`src/rtl/ring_buff_reader.sv`:
```
// Drain stage for a ring buffer: issues read-enables, captures 1-cycle-latency read data into a
// 2-entry output queue and streams it out on valid/ready. Define RING_BUFF_READER_BURST_EN for burst mode.
module ring_buff_reader #(
  parameter int NUM_ENTRY  = 16,
  parameter int WIDTH_DATA = 32,
  parameter int BURST_LEN  = 4
) (
  input  logic                         clock,
  input  logic                         reset,
  input  logic                         I_Empty,
  input  logic [$clog2(NUM_ENTRY):0]   I_Num,
  output logic                         O_Re,
  input  logic [WIDTH_DATA-1:0]        I_RData,
  output logic                         O_Valid,
  output logic [WIDTH_DATA-1:0]        O_Data,
  input  logic                         I_Ready,
  input  logic                         I_Flush,
  output logic                         O_Busy
);

  typedef enum logic [1:0] {ST_IDLE, ST_RUN, ST_FLUSH} state_t;

  state_t                r_state, w_state_nxt;
  logic [WIDTH_DATA-1:0] r_mem [2];
  logic                  r_head, r_tail;
  logic [1:0]            r_occ;
  logic                  r_in_flight;
  logic                  w_push, w_pop;
  logic [2:0]            w_slots;

  // Free slots count the entry being popped this cycle, which sustains one read per cycle.
  assign w_pop   = O_Valid & I_Ready;
  assign w_push  = r_in_flight;
  assign w_slots = 3'd2 + {2'b00, w_pop} - {1'b0, r_occ} - {2'b00, r_in_flight};

  assign O_Valid = (r_occ != 2'd0);
  assign O_Data  = r_mem[r_head];
  assign O_Re    = (r_state == ST_RUN) & ~I_Empty & (w_slots != 3'd0) & ~I_Flush;
  assign O_Busy  = (r_state != ST_IDLE) | O_Valid | r_in_flight;

`ifdef RING_BUFF_READER_BURST_EN
  localparam int BCNT_W = $clog2(BURST_LEN + 1);
  localparam int NUM_W  = $clog2(NUM_ENTRY) + 1;

  logic [BCNT_W-1:0] r_bcnt, w_bcnt_nxt;

  always_comb begin
    // NOTE: every combinational output gets a default first so no path leaves it unassigned (no latch).
    w_state_nxt = r_state;
    w_bcnt_nxt  = r_bcnt;
    if (I_Flush) begin
      w_state_nxt = ST_FLUSH;
      w_bcnt_nxt  = '0;
    end else begin
      case (r_state)
        ST_IDLE: begin
          if (I_Num >= NUM_W'(BURST_LEN)) begin
            w_state_nxt = ST_RUN;
            w_bcnt_nxt  = BCNT_W'(BURST_LEN);
          end
        end
        ST_RUN: begin
          if (O_Re) begin
            w_bcnt_nxt = r_bcnt - BCNT_W'(1);
            if (r_bcnt == BCNT_W'(1)) w_state_nxt = ST_IDLE;
          end
        end
        default: w_state_nxt = ST_IDLE;
      endcase
    end
  end

  always_ff @(posedge clock or negedge reset) begin
    if (!reset) r_bcnt <= '0;
    else        r_bcnt <= w_bcnt_nxt;
  end
`else
  logic w_unused_cfg;
  assign w_unused_cfg = (^I_Num) ^ (BURST_LEN != 0);

  always_comb begin
    // NOTE: every combinational output gets a default first so no path leaves it unassigned (no latch).
    w_state_nxt = r_state;
    if (I_Flush) begin
      w_state_nxt = ST_FLUSH;
    end else begin
      case (r_state)
        ST_IDLE: if (~I_Empty) w_state_nxt = ST_RUN;
        ST_RUN:  if (I_Empty & ~O_Re) w_state_nxt = ST_IDLE;
        default: w_state_nxt = ST_IDLE;
      endcase
    end
  end
`endif

  // NOTE: state uses non-blocking assignments so every flop samples pre-edge values.
  always_ff @(posedge clock or negedge reset) begin
    if (!reset) begin
      r_state     <= ST_IDLE;
      r_in_flight <= 1'b0;
      r_occ       <= 2'd0;
      r_head      <= 1'b0;
      r_tail      <= 1'b0;
      // NOTE: the queue storage is reset because O_Data (the head) must read 0 out of reset.
      r_mem[0]    <= '0;
      r_mem[1]    <= '0;
    end else begin
      r_state     <= w_state_nxt;
      r_in_flight <= O_Re;
      if (I_Flush) begin
        // Flush wins over push and pop: queued data and the returning read are both dropped.
        r_occ  <= 2'd0;
        r_head <= 1'b0;
        r_tail <= 1'b0;
      end else begin
        if (w_push) begin
          r_mem[r_tail] <= I_RData;
          r_tail        <= ~r_tail;
        end
        if (w_pop) r_head <= ~r_head;
        case ({w_push, w_pop})
          2'b10:   r_occ <= r_occ + 2'd1;
          2'b01:   r_occ <= r_occ - 2'd1;
          default: r_occ <= r_occ;
        endcase
      end
    end
  end

endmodule

```
`config.mk`:
```
export PLATFORM = sky130hd
export DESIGN_NAME = ring_buff_reader
export DESIGN_NICKNAME = d
export VERILOG_FILES = /design/src/rtl/ring_buff_reader.sv
export SDC_FILE = /design/constraint.sdc
export NUM_CORES = 1
export LEC_CHECK = 0
export BUFFER_PORTS_ARGS = -buffer_cell sky130_fd_sc_hd__buf_2
export CORE_ASPECT_RATIO = 1.2
export CORE_MARGIN = 4
export CORE_UTILIZATION = 40
export CTS_BUF_LIST = sky130_fd_sc_hd__clkbuf_16
export DETAILED_ROUTE_END_ITERATION = 8
export PLACE_DENSITY = 0.62
export SLEW_MARGIN = 20
export SYNTH_ARGS = -nofsm -noshare
export SYNTH_HDL_FRONTEND = slang
export SYNTH_SLANG_ARGS = --single-unit
```
`constraint.sdc`:
```
create_clock -name clock -period 1.78 [get_ports clock]
set_clock_uncertainty 0.1 [all_clocks]
set_input_delay 0.089 -clock clock [delete_from_list [all_inputs] [get_ports clock]]
set_output_delay 0.089 -clock clock [all_outputs]
set_load 0.02 [all_outputs]
```
==> results.yml, run 1 <==
synthesis:
  yosysWarnings: 0
  syn_area_sq_mm: 0.00328
  netlist_instances: 205
  ys_types: 26
  avgSynthCellArea_sq_um: 16.0
  ys_ff_latch: 71
  netlist_top_cells_area: "dfrtp_1, mux2_2, mux2_4"
  synth-seq-area-share: 0.541
  synth_nets: 249
  synth_top_area_frac: 0.541
  synth_largest_area_cell: "dfrtp_1"
timing:
  rsz0062_at_grt: "yes"
  worstMarginPinSlew_ns: 0.391
  fin_crit_ns: 2.08
  drv_slew: 0
  timing.final.crit_share: 1.17
  setup_violations: 2
  fin_setup_tns_ns: -0.378
  fmax_ghz: 0.480
  relSlewSlack: 0.739
  setup_ws_ns: -0.302
  hold_viol_final: 0
  hold_ws_ns: 0.0569
final_layout:
  diodes: 0
  fin_cells: 420
  syn_to_final_growth_pct: 36.2
  finish.utilization: 0.570
  final_cell_mix: "dfrtp_1, buf_2, mux2_2"
  mostFrequentLayoutCell: "dfrtp_1"
  fin_nets: 367
  drive_gt1_frac: 0.601
run_status:
  violations: "negative setup slack"
  status: "finished with violations"
cts:
  cts.sinks: 71
  h-tree-depth: 3
  clock_path_buffers: 2
  cts_tree: "done"
  clockRootBuffer: "clkbuf_16"
  clock_latency_ns: 0.32
  clk_pin_slew_worst_paths_ns: 0.05
  cts_buffers: 9
pwr:
  p_sw_mw: 0.961
  max-vdd-ir-drop_uv: 455
  combPwrFrac: 0.155
  p_int_mw: 3.13
  clkPwrFrac: 0.412
  seq_power_share: 0.433
  power_switching_share: 0.235
  p_per_area_mw_per_mm2: 915
  leakage_nw: 2.34
worst_hold_path:
  worstHoldPathType: "input pin to flop"
  hold_path.startpoint: "I_Ready"
die:
  die_y_um: 107
  die_x_um: 90.7
  start_util: 0.419
  coreArea_sq_mm: 0.00784
  core.rowCount: 35
  ios: 77
  design.die.area_sq_mm: 0.00973
worst_setup_path:
  end_kind: "primary output"
  critPathLaunchType: "flop"
  cp_max_fo: 2
  crit_start: "r_occ[1]"
  crit_top_cell: "inv_2"
  cp_data_arrival_time_ns: 1.89
  crit-reg2reg-launch: "r_occ[1]"
  cp_top_family: "compound AO/OA/AOI/OAI gates"
  worst_path_max_delay_cell: "dfrtp_1"
  worstPathRequired_ns: 1.59
  path_class: "flop to primary output"
  worst-path-buf-inv: 3
  slowest_delay_ns: 0.38
  path_cells: "o21a_1 > fa_2 > inv_2 > ha_1 > inv_2 > o311a_4 > buf_6"
drt:
  drt_iter0_drc: 42
  vias_per_cell: 4.88
  vias: 2049
  route.detailed.drc: 0
  drt_first_pass_iters: 7
  postRouteAntennaNets: 0
  post_drt_wl_per_cell_um: 14.9
  totalWireLength_um: 6270
place:
  dp_hpwl_um: 3990
  gp_congestion: 0.677
  placed_cells: 366
  place_ws_ns: -0.0286
  io_buffer_count: 71
global_routing:
  antenna_found_initial: 0
  grt_max_degree: 44
  grt.total_usage: 0.141
  grt_overflow: 0
  grt_pass1_vias: 2249
  grt_first_pass_wirelength_um: 10800
job:
  max-cap-violations: 0
-- cells in the mapped netlist --
cell	number
nor3_1	1
fa_1	1
buf_2	4
mux2i_1	1
inv_1	4
nand2b_4	1
dfrtp_1	71
and4b_1	1
mux2_1	4
o21a_1	1
nand3b_4	1
mux2_2	62
buf_6	7
nor2_4	1
or4_1	1
a21oi_1	1
ha_1	1
xnor2_1	2
o21ai_0	2
clkbuf_1	1
a2111oi_0	1
or2_2	2
mux2_4	30
nand3b_1	1
o311a_1	1
nor2_1	2
-- registers in the layout, summed over array words and instances, names as in the netlist --
signal and count:
r_tail 1, r_mem 64, r_state 2, r_head 1, r_in_flight 1, r_occ 2
-- area by class of cell --
type | instances | area, sq um
Clock buffer | 9 | 225
Clock inverter | 7 | 56.3
Fill cell | 645 | 3370
Inverter | 4 | 15.0
Multi-Input combinational cell | 118 | 1410
Sequential cell | 71 | 1780
Tap cell | 92 | 115
Timing Repair Buffer | 119 | 873
-- layer usage --
metal / share of wire / GRT usage
met5: 0 / 0
met3: 0.046 / 0.0434
met2: 0.47 / 0.231
met1: 0.47 / 0.175
met4: 0.011 / 0.0525
-- logic make-up after synthesis --
kind of cell    after synthesis  synth area share
mux                          97             0.366
flops                        71             0.541
simple gates                 11            0.0290
xor+xnor                      2           0.00533
fa+ha+maj                     2           0.00990
buf+inv                      16            0.0358
compound gates                6            0.0126
-- metrics by stage --
stage	power, mW	instance area [sq um]
2_1_floorplan	2.16	3300
5_1_grt	4.28	4470
3_3_place_gp	2.36	3790
3_5_place_dp	2.37	3790
6_report	4.09	4470
4_1_cts	4.14	4460
-- power by group through the flow --
stage | clock (mW) | combinational [mW] | sequential [mW]
after floorplan | 0 | 0.378 | 1.78
after global placement | 0 | 0.569 | 1.79
after detailed placement | 0 | 0.576 | 1.80
after CTS | 1.73 | 0.640 | 1.77
after global routing | 1.81 | 0.689 | 1.79
final | 1.68 | 0.635 | 1.77
-- tightest hold or removal path, delay by kind of cell --
| family | cells | cell delay (ns) |
|---|---|---|
| AO/OA/AOI/OAI | 1 | 0.10 |
| multiplexers | 1 | 0.13 |
| buffers and inverters | 1 | 0.12 |
-- path summary, 6_finish.rpt --
check,endpoint,slack (ns),cells after the start
worst max-delay path,O_Re,-0.30,7
worst min-delay path,r_occ[0],0.06,3
worst max register to register,r_in_flight,0.13,6
worst min register to register,r_mem[1],0.39,1
max in group asynchronous,r_mem[54],0.89,3
min in group asynchronous,r_mem[44],0.13,2
-- repair_timing --
item	4_1_cts	5_1_grt
buffers inserted	1	2
hold buffers	37	0
endpoints found under the setup margin	2	2
endpoints found under the hold margin	141	0
gates resized for setup	3	6
pin swaps	1	0
No activity file was read; power rests on OpenSTA's default activity.
==> run 2, diff against run 1 <==
==> constraint.sdc (replaced) <==
create_clock -name clock -period 1.78 [get_ports clock]
set_clock_uncertainty 0.1 [all_clocks]
set_input_delay 0.089 -clock clock [delete_from_list [all_inputs] [get_ports clock]]
set_output_delay 0.089 -clock clock [all_outputs]
set_load 0.01 [all_outputs]
==> results.yml, run 2 (synthesis results as in run 1) <==
worst_setup_path:
  path_class: "flop to primary output"
  cp_max_fo: 3
  critPathLaunchType: "flop"
  worstPathRequired_ns: 1.59
  end_kind: "primary output"
  cp_data_arrival_time_ns: 1.90
timing:
  relSlewSlack: 0.722
  setup_violations: 2
  setup_ws_ns: -0.312
  hold_viol_final: 0
  timing.final.crit_share: 1.18
  fin_setup_tns_ns: -0.368
  fin_crit_ns: 2.09
  worstMarginPinSlew_ns: 0.407
  hold_ws_ns: 0.0614
  rsz0062_at_grt: "yes"
  fmax_ghz: 0.478
  drv_slew: 0
cts:
  clock_latency_ns: 0.33
  clock_path_buffers: 2
  cts_buffers: 9
  post-cts-setup-buffers: 0
  clk_pin_slew_worst_paths_ns: 0.06
  cts.sinks: 71
  clockRootBuffer: "clkbuf_16"
  cts_tree: "done"
  h-tree-depth: 3
final_layout:
  finish.utilization: 0.565
  fillers: 645
  largest_reg_flops: 64
  diodes: 0
  syn_to_final_growth_pct: 34.9
  fin_cells: 421
  fin_nets: 368
  drive_gt1_frac: 0.602
  final_cell_mix: "buf_2, dfrtp_1, mux2_2"
  final_area_sq_mm: 0.00443
  reg_top3: "r_mem: 64 flops, r_occ: 2 flops, r_state: 2 flops"
  top_register: "r_mem"
place:
  io_buffer_count: 71
  placed_cells: 368
  dp_hpwl_um: 4060
  gp_congestion: 0.714
  post_dp_cell_area_sq_mm: 0.00378
  place_ws_ns: -0.0392
drt:
  postRouteAntennaNets: 0
  post_drt_wl_per_cell_um: 15.3
  vias: 2036
  vias_per_cell: 4.84
  drt_iter0_drc: 61
  drt_first_pass_iters: 4
  route.detailed.drc: 0
  totalWireLength_um: 6440
worst_hold_path:
  worstHoldPathType: "input pin to flop"
pwr:
  p_int_mw: 3.00
  max-vdd-ir-drop_uv: 449
  clkPwrFrac: 0.410
  combPwrFrac: 0.141
  p_per_area_mw_per_mm2: 890
  power.total_mw: 3.94
  power_switching_share: 0.238
  seq_power_share: 0.449
  p_sw_mw: 0.940
  leakage_nw: 2.32
global_routing:
  grt_max_degree: 72
  grt_first_pass_wirelength_um: 11000
  grt_pass1_vias: 2214
  grt.total_usage: 0.144
  grt_overflow: 0
  antenna_found_initial: 0
die:
  ios: 77
  coreArea_sq_mm: 0.00784
  core.rowCount: 35
  die_y_um: 107
  die_x_um: 90.7
  start_util: 0.419
  design.die.area_sq_mm: 0.00973
job:
  max-cap-violations: 0
run_status:
  violations: "negative setup slack"
  status: "finished with violations"
==> run 2: power by group through the flow <==
stage	clock network [mW]	registers, mW	logic (mW)
6_report	1.62	1.77	0.557
5_1_grt	1.76	1.78	0.607
4_1_cts	1.67	1.77	0.566
3_5_place_dp	0	1.80	0.500
3_3_place_gp	0	1.79	0.492
2_1_floorplan	0	1.78	0.299
==> run 2: final timing paths <==
kind	startpoint	to	slack, ns	depth (start not counted)
max	r_occ[0]	O_Re	-0.31	7
min	I_Ready	r_occ[0]	0.06	3
max reg2reg	r_occ[0]	r_in_flight	0.13	6
min reg2reg	r_mem[1]	r_mem[1]	0.39	1
max in group asynchronous	reset	r_mem[60]	1.04	3
min in group asynchronous	reset	r_mem[48]	0.21	3
==> run 2: what timing repair did <==
action,CTS,global route
setup endpoints to repair,2,2
gates cloned,0,0
pin swaps,2,0
resized for setup,4,0
hold buffers,37,0
endpoints found under the hold margin,141,0
==> run 2: per-layer routing <==
metal / global-route usage / vias to the layer above / wire length, um
met5: 0 / - / 0
li1: - / 971 / -
met1: 0.192 / 998 / 3040
met2: 0.217 / 55 / 2980
met4: 0.0722 / 0 / 131
met3: 0.0357 / 12 / 291
==> run 2: layout make-up <==
class	count	area [sq um]	area share
flip-flops and latches	71	1780	0.401
multi-input cells	118	1400	0.315
repair buffers	120	857	0.193
clock buffers	9	225	0.0508
well taps	92	115	0.0260
clock inverters	7	47.5	0.0107
inverters	4	15.0	0.00339
==> run 2: worst max-delay path: stages, from the launching register on <==
cell and delay [ns]:
dfrtp_1 0.39, o21a_1 0.22, fa_2 0.34, inv_2 0.05, ha_1 0.10, inv_1 0.03
o311a_1 0.29, buf_2 0.14
